**config.mk**
```make
export PLATFORM = sky130hd
export DESIGN_NAME = id_ex_stage
export DESIGN_NICKNAME = d
export VERILOG_FILES = /design/src/rtl/id_ex_stage_pkg.sv /design/src/rtl/id_ex_stage_operand_fwd_mux.sv /design/src/rtl/id_ex_stage.sv
export SDC_FILE = /design/constraint.sdc
export NUM_CORES = 1
export LEC_CHECK = 0
export ABC_AREA = 1
export BUFFER_PORTS_ARGS = -buffer_cell sky130_fd_sc_hd__buf_2
export CAP_MARGIN = 15
export CORE_AREA = 10 10 167 169
export DETAILED_ROUTE_END_ITERATION = 12
export DIE_AREA = 0 0 177 179
export SLEW_MARGIN = 0
export SYNTH_ARGS = -nofsm -noshare
export SYNTH_HDL_FRONTEND = slang
export SYNTH_HIERARCHICAL = 1
export SYNTH_SLANG_ARGS = --single-unit
```
**constraint.sdc**
```tcl
create_clock -name clk -period 4.5 [get_ports clk]
set_input_delay 0 -clock clk [delete_from_list [all_inputs] [get_ports clk]]
set_output_delay 0 -clock clk [all_outputs]
set_load 0.02 [all_outputs]
```
**src/rtl/id_ex_stage_pkg.sv**
```systemverilog
// Shared constants for the ID/EX pipeline register: ALU op encodings,
// the default register-index width and the immediate extension helper.
package id_ex_stage_pkg;

   localparam int DEF_REG_IDX_W = 4;

   typedef enum logic [1:0] {
      ALU_Add = 2'd0,
      ALU_Sub = 2'd1,
      ALU_And = 2'd2
   } alu_op_e;

   function automatic logic [31:0] extend_imm(input logic [15:0] imm, input logic sign_ext);
      return sign_ext ? {{16{imm[15]}}, imm} : {16'h0000, imm};
   endfunction

endpackage

```
**src/rtl/id_ex_stage_operand_fwd_mux.sv**
```systemverilog
// Per-source operand resolve: R0 reads zero, the MEM-stage result beats the
// WB-stage result, and the register file is the fallback.
module operand_fwd_mux #(
   parameter int REG_IDX_W = 4
) (
   input  logic [REG_IDX_W-1:0] rs_idx,
   input  logic [31:0]          rf_data,
   input  logic                 fwd_mem_en,
   input  logic [REG_IDX_W-1:0] fwd_mem_rd,
   input  logic [31:0]          fwd_mem_data,
   input  logic                 fwd_wb_en,
   input  logic [REG_IDX_W-1:0] fwd_wb_rd,
   input  logic [31:0]          fwd_wb_data,
   output logic [31:0]          operand
);

   always_comb begin
      operand = rf_data;
      if (rs_idx == '0) begin
         operand = 32'h0;
      end else if (fwd_mem_en && (fwd_mem_rd == rs_idx)) begin
         operand = fwd_mem_data;
      end else if (fwd_wb_en && (fwd_wb_rd == rs_idx)) begin
         operand = fwd_wb_data;
      end
   end

endmodule

```
**src/rtl/id_ex_stage.sv**
```systemverilog
// ID/EX pipeline register: resolves forwarded operands, detects load-use
// hazards, and holds the ALU operands/controls under a valid/ready handshake.
module id_ex_stage
   import id_ex_stage_pkg::*;
#(
   parameter int REG_IDX_W = DEF_REG_IDX_W
) (
   input  logic                 clk,
   input  logic                 rst_n,
   input  logic                 in_valid,
   output logic                 in_ready,
   input  logic [1:0]           in_alu_op,
   input  logic [REG_IDX_W-1:0] in_rs1,
   input  logic [REG_IDX_W-1:0] in_rs2,
   input  logic [REG_IDX_W-1:0] in_rd,
   input  logic [31:0]          in_rs1_data,
   input  logic [31:0]          in_rs2_data,
   input  logic [15:0]          in_imm,
   input  logic                 in_use_imm,
   input  logic                 in_sign_ext,
   input  logic                 in_wb_en,
   input  logic                 in_is_load,
   input  logic                 flush,
   input  logic                 fwd_mem_en,
   input  logic [REG_IDX_W-1:0] fwd_mem_rd,
   input  logic [31:0]          fwd_mem_data,
   input  logic                 fwd_wb_en,
   input  logic [REG_IDX_W-1:0] fwd_wb_rd,
   input  logic [31:0]          fwd_wb_data,
   output logic                 out_valid,
   input  logic                 out_ready,
   output logic [31:0]          alu_in1,
   output logic [31:0]          alu_in2,
   output logic [1:0]           alu_op,
   output logic [REG_IDX_W-1:0] out_rd,
   output logic                 out_wb_en,
   output logic                 out_is_load,
   output logic [15:0]          stall_cnt
);

   logic [31:0]          rs1_val;
   logic [31:0]          rs2_val;
   logic                 hazard;
   logic                 accept;

   logic                 out_valid_d, out_valid_q;
   logic [31:0]          alu_in1_d, alu_in1_q;
   logic [31:0]          alu_in2_d, alu_in2_q;
   logic [1:0]           alu_op_d, alu_op_q;
   logic [REG_IDX_W-1:0] out_rd_d, out_rd_q;
   logic                 out_wb_en_d, out_wb_en_q;
   logic                 out_is_load_d, out_is_load_q;
   logic [15:0]          stall_cnt_d, stall_cnt_q;

   operand_fwd_mux #(.REG_IDX_W(REG_IDX_W)) u_rs1_mux (
      .rs_idx       (in_rs1),
      .rf_data      (in_rs1_data),
      .fwd_mem_en   (fwd_mem_en),
      .fwd_mem_rd   (fwd_mem_rd),
      .fwd_mem_data (fwd_mem_data),
      .fwd_wb_en    (fwd_wb_en),
      .fwd_wb_rd    (fwd_wb_rd),
      .fwd_wb_data  (fwd_wb_data),
      .operand      (rs1_val)
   );

   operand_fwd_mux #(.REG_IDX_W(REG_IDX_W)) u_rs2_mux (
      .rs_idx       (in_rs2),
      .rf_data      (in_rs2_data),
      .fwd_mem_en   (fwd_mem_en),
      .fwd_mem_rd   (fwd_mem_rd),
      .fwd_mem_data (fwd_mem_data),
      .fwd_wb_en    (fwd_wb_en),
      .fwd_wb_rd    (fwd_wb_rd),
      .fwd_wb_data  (fwd_wb_data),
      .operand      (rs2_val)
   );

   // A load still sitting in this register cannot forward yet, so a dependent
   // instruction must wait one cycle for it to reach MEM.
   always_comb begin
      hazard   = in_valid && out_valid_q && out_is_load_q && out_wb_en_q &&
                 (out_rd_q != '0) &&
                 ((out_rd_q == in_rs1) || ((out_rd_q == in_rs2) && !in_use_imm));
      in_ready = !flush && !hazard && (!out_valid_q || out_ready);
      accept   = in_valid && in_ready;
   end

   always_comb begin
      out_valid_d   = 1'b0;
      alu_in1_d     = alu_in1_q;
      alu_in2_d     = alu_in2_q;
      alu_op_d      = alu_op_q;
      out_rd_d      = out_rd_q;
      out_wb_en_d   = out_wb_en_q;
      out_is_load_d = out_is_load_q;
      stall_cnt_d   = stall_cnt_q;

      if (flush) begin
         out_valid_d = 1'b0;
      end else if (accept) begin
         out_valid_d   = 1'b1;
         alu_in1_d     = rs1_val;
         alu_in2_d     = in_use_imm ? extend_imm(in_imm, in_sign_ext) : rs2_val;
         alu_op_d      = in_alu_op;
         out_rd_d      = in_rd;
         out_wb_en_d   = in_wb_en;
         out_is_load_d = in_is_load;
      end else if (out_valid_q && !out_ready) begin
         out_valid_d = 1'b1;
      end

      if (hazard && !flush && (stall_cnt_q != 16'hFFFF)) begin
         stall_cnt_d = stall_cnt_q + 16'd1;
      end
   end

   always_ff @(posedge clk or negedge rst_n) begin
      if (!rst_n) begin
         out_valid_q   <= 1'b0;
         alu_in1_q     <= 32'h0;
         alu_in2_q     <= 32'h0;
         alu_op_q      <= ALU_Add;
         out_rd_q      <= '0;
         out_wb_en_q   <= 1'b0;
         out_is_load_q <= 1'b0;
         stall_cnt_q   <= 16'h0;
      end else begin
         out_valid_q   <= out_valid_d;
         alu_in1_q     <= alu_in1_d;
         alu_in2_q     <= alu_in2_d;
         alu_op_q      <= alu_op_d;
         out_rd_q      <= out_rd_d;
         out_wb_en_q   <= out_wb_en_d;
         out_is_load_q <= out_is_load_d;
         stall_cnt_q   <= stall_cnt_d;
      end
   end

   assign out_valid   = out_valid_q;
   assign alu_in1     = alu_in1_q;
   assign alu_in2     = alu_in2_q;
   assign alu_op      = alu_op_q;
   assign out_rd      = out_rd_q;
   assign out_wb_en   = out_wb_en_q;
   assign out_is_load = out_is_load_q;
   assign stall_cnt   = stall_cnt_q;

endmodule

```
==> results.json <==
{
  "timing.final.hold_violations": 0,
  "grt_overflow": 0,
  "drt-total-wl_mm": 31.2,
  "nNetsFinal": 1540,
  "timing.critical_path.fanout_max": 74,
  "detailedPlace.worstSlack_ps": 1830,
  "util_after_layout_pct": 36.3,
  "total_cts_buffers": 9,
  "place_hpwl_mm": 22.0,
  "filler_cell_count": 2764,
  "grtUsageTotal_pct": 19.1,
  "hold_path_class": "primary input to register",
  "portBuffers": 266,
  "post_synth_inst_count": 1148,
  "mappedNetlistArea_mm2": 0.00727,
  "floorplan.core_area_mm2": 0.0247,
  "fin_skew_ps": 10.1,
  "worst_path_dominant_cell_family": "buffers and inverters",
  "p_leak_nw": 5.27,
  "grt_setup_unrepaired": "no",
  "most_common_cell_after_layout_fill_and_taps_aside": "sky130_fd_sc_hd__nand2_1",
  "buffer_type_at_the_clock_tree_root": "sky130_fd_sc_hd__clkbuf_16",
  "drtAntennaViolNets": 0,
  "worstPathCellList": "a21oi_4 -> buf_4 -> nand3_4 -> a21oi_1 -> dlygate4sd3_1",
  "cts.repair_timing.setup_buffer_count": 0,
  "power.ir.vdd_worst_mv": 0.164,
  "avgRoutedWirePerCell_um": 18.3,
  "worst-endpoint-arrival_ps": 3370,
  "ys_warn_count": 6,
  "cp_data_required_time_ps": 4780,
  "timing_max_transition_violations_final": 0,
  "clock_tree.buffer_depth": 2,
  "synth_flop_cell": "sky130_fd_sc_hd__dfrtp_1",
  "final_cells": 1699,
  "setup.worst_path.start_class": "register",
  "cts_sinks": 89,
  "critPathMaxStageDelay_ps": 830,
  "design.portCount": 267,
  "vias_per_cell": 4.94,
  "max-slew-margin-rel_pct": 37.7,
  "critical_path_buf_inv_count": 2,
  "max_slew.worst_pin.slew_ps": 932,
  "area_delta_synth_final_pct": 23.5,
  "dp_cells": 1670,
  "cpMaxStageDelayCell": "sky130_fd_sc_hd__nand3_4",
  "layout_common_cells": "sky130_fd_sc_hd__nand2_1 (440), sky130_fd_sc_hd__buf_2 (264), sky130_fd_sc_hd__nor2_1 (153)",
  "clk-insertion-delay-late_ps": 350,
  "maxClockFrequency_mhz": 324,
  "detailedRoute.firstPassIterationCount": 6,
  "power_per_cell_area_mw_per_mm2": 288,
  "ys_seq_area_share_pct": 30.6,
  "route.vias.total": 8386,
  "die_height_um": 179,
  "start_util_pct": 29.4,
  "fin_tns_setup_ps": 0,
  "grt_start_max_net_pins": 75,
  "synth_cell_type_count": 32,
  "final-setup-viol-count": 0,
  "die_area_mm2": 0.0317,
  "cts.clk_slew.worst_paths_ps": 70,
  "first_iter_violations": 777,
  "drv_cap": 0,
  "end_kind": "register",
  "worst_setup_path_category": "register to register",
  "asyncSetResetFlopFracSynth_pct": 100,
  "minimum_clock_period_ps": 3090,
  "post-route-drc-count": 0,
  "synthesis.nets": 1326,
  "grt_pass1_vias": 8389,
  "wire_length_of_the_first_global_routing_pass_mm": 47.8,
  "postSynthRegisterBits": 89,
  "synth-edff-count": 0,
  "run_status": "completed",
  "period_share_pct": 68.6,
  "h_tree_depth": 3,
  "avgSynthCellArea_um2": 6.33,
  "tritoncts": "built",
  "die_wd_um": 177,
  "gp_congestion": 0.908,
  "post_route_cells_drive_above_1_share_pct": 24.7,
  "core.rowCount": 58,
  "antenna_found_initial": 4,
  "setup_slack_ps": 1410
}
## registers in the layout, summed over array words and instances, names as in the netlist
register     flops
alu_in1         32
alu_in2         32
alu_op           2
out_is_load      1
out_rd           4
out_valid        1
out_wb_en        1
stall_cnt       16
## metrics by stage
stage	area (µm²)	hold WS, ps	total power [mW]
6_report	8980	17.8	2.59
5_1_grt	8980	41.6	2.74
4_1_cts	8980	7.12	2.62
3_5_place_dp	8560	60.9	1.81
3_3_place_gp	8560	64.6	1.81
2_1_floorplan	7270	-296	1.45
## worst paths after layout
path	startpoint	to	slack, ps	cells past startpoint
min	in_imm[8]	alu_in2[8]	20	5
min reg2reg	alu_in1[4]	alu_in1[4]	470	2
max	out_valid	out_valid	1410	5
max in group asynchronous	rst_n	out_valid	3230	3
min in group asynchronous	rst_n	stall_cnt[0]	190	2
max reg2reg	out_valid	out_valid	1410	5
## cell families (layout without fill, tap and decap cells)
| logic type | after synthesis | count (layout) | synth area share [%] |
|---|---|---|---|
| fa+ha+maj | 1 | 1 | 0.172 |
| compound gates | 9 | 9 | 0.654 |
| xor+xnor | 17 | 17 | 2.05 |
| other cells | 0 | 2 | 0 |
| buf+inv | 186 | 405 | 12.7 |
| simple gates | 846 | 846 | 53.8 |
| flops | 89 | 89 | 30.6 |
## worst min-delay path, cell delays in order
cell and delay (ps):
sky130_fd_sc_hd__buf_2 70, sky130_fd_sc_hd__nand2_1 40, sky130_fd_sc_hd__nand2_1 60, sky130_fd_sc_hd__nand4_1 90
sky130_fd_sc_hd__nand2_1 60
## cell usage after synthesis (3+ instances only)
library cell / count / area share (%)
sky130_fd_sc_hd__xor2_1: 8 / 0.96
sky130_fd_sc_hd__dfrtp_1: 89 / 31
sky130_fd_sc_hd__inv_1: 91 / 4.7
sky130_fd_sc_hd__buf_2: 33 / 2.3
sky130_fd_sc_hd__o21ai_0: 4 / 0.28
sky130_fd_sc_hd__nor2_1: 153 / 7.9
sky130_fd_sc_hd__inv_2: 10 / 0.52
sky130_fd_sc_hd__nand3_1: 75 / 5.2
sky130_fd_sc_hd__nand3_4: 5 / 1.2
sky130_fd_sc_hd__nand3_2: 12 / 1.7
sky130_fd_sc_hd__nor3_1: 3 / 0.21
sky130_fd_sc_hd__xnor2_1: 9 / 1.1
sky130_fd_sc_hd__buf_4: 14 / 1.4
sky130_fd_sc_hd__buf_6: 15 / 2.3
sky130_fd_sc_hd__nor2_4: 6 / 0.93
sky130_fd_sc_hd__buf_1: 4 / 0.21
sky130_fd_sc_hd__clkbuf_1: 15 / 0.77
sky130_fd_sc_hd__nand2_1: 440 / 23
sky130_fd_sc_hd__nand2_2: 4 / 0.34
sky130_fd_sc_hd__nand4_1: 140 / 12
## per-layer routing
metal / vias to the layer above / track usage, % / share of wire [%]
met5: - / 0 / 0.093
met4: 4 / 5.78 / 2.4
met3: 40 / 5.18 / 7.6
met2: 336 / 32.3 / 49
met1: 3894 / 23.2 / 41
li1: 4112 / - / -
## what timing repair did
| item | in CTS | in global routing |
|---|---|---|
| gates resized for setup | 0 | 0 |
| hold endpoints to repair | 52 | 0 |
| hold buffers | 11 | 0 |
## layout make-up
class                      count  area, µm²  share of cell area [%]
tap                          330        413                    4.60
inverter                     104        392                    4.36
timing repair buffer         285       1510                    16.8
multi-input combinational    873       4130                    46.0
clock buffer                  10        239                    2.66
antenna                        2       5.00                  0.0557
sequential                    89       2230                    24.8
clock inverter                 6       67.6                   0.752
## report_power, final
part	total, mW	switching (mW)	leakage, nW	internal (mW)
clock network	0.789	0.342	0.145	0.447
registers	0.978	0.0779	1.14	0.900
logic	0.820	0.557	3.98	0.263
(Power assumes the default switching activity.)
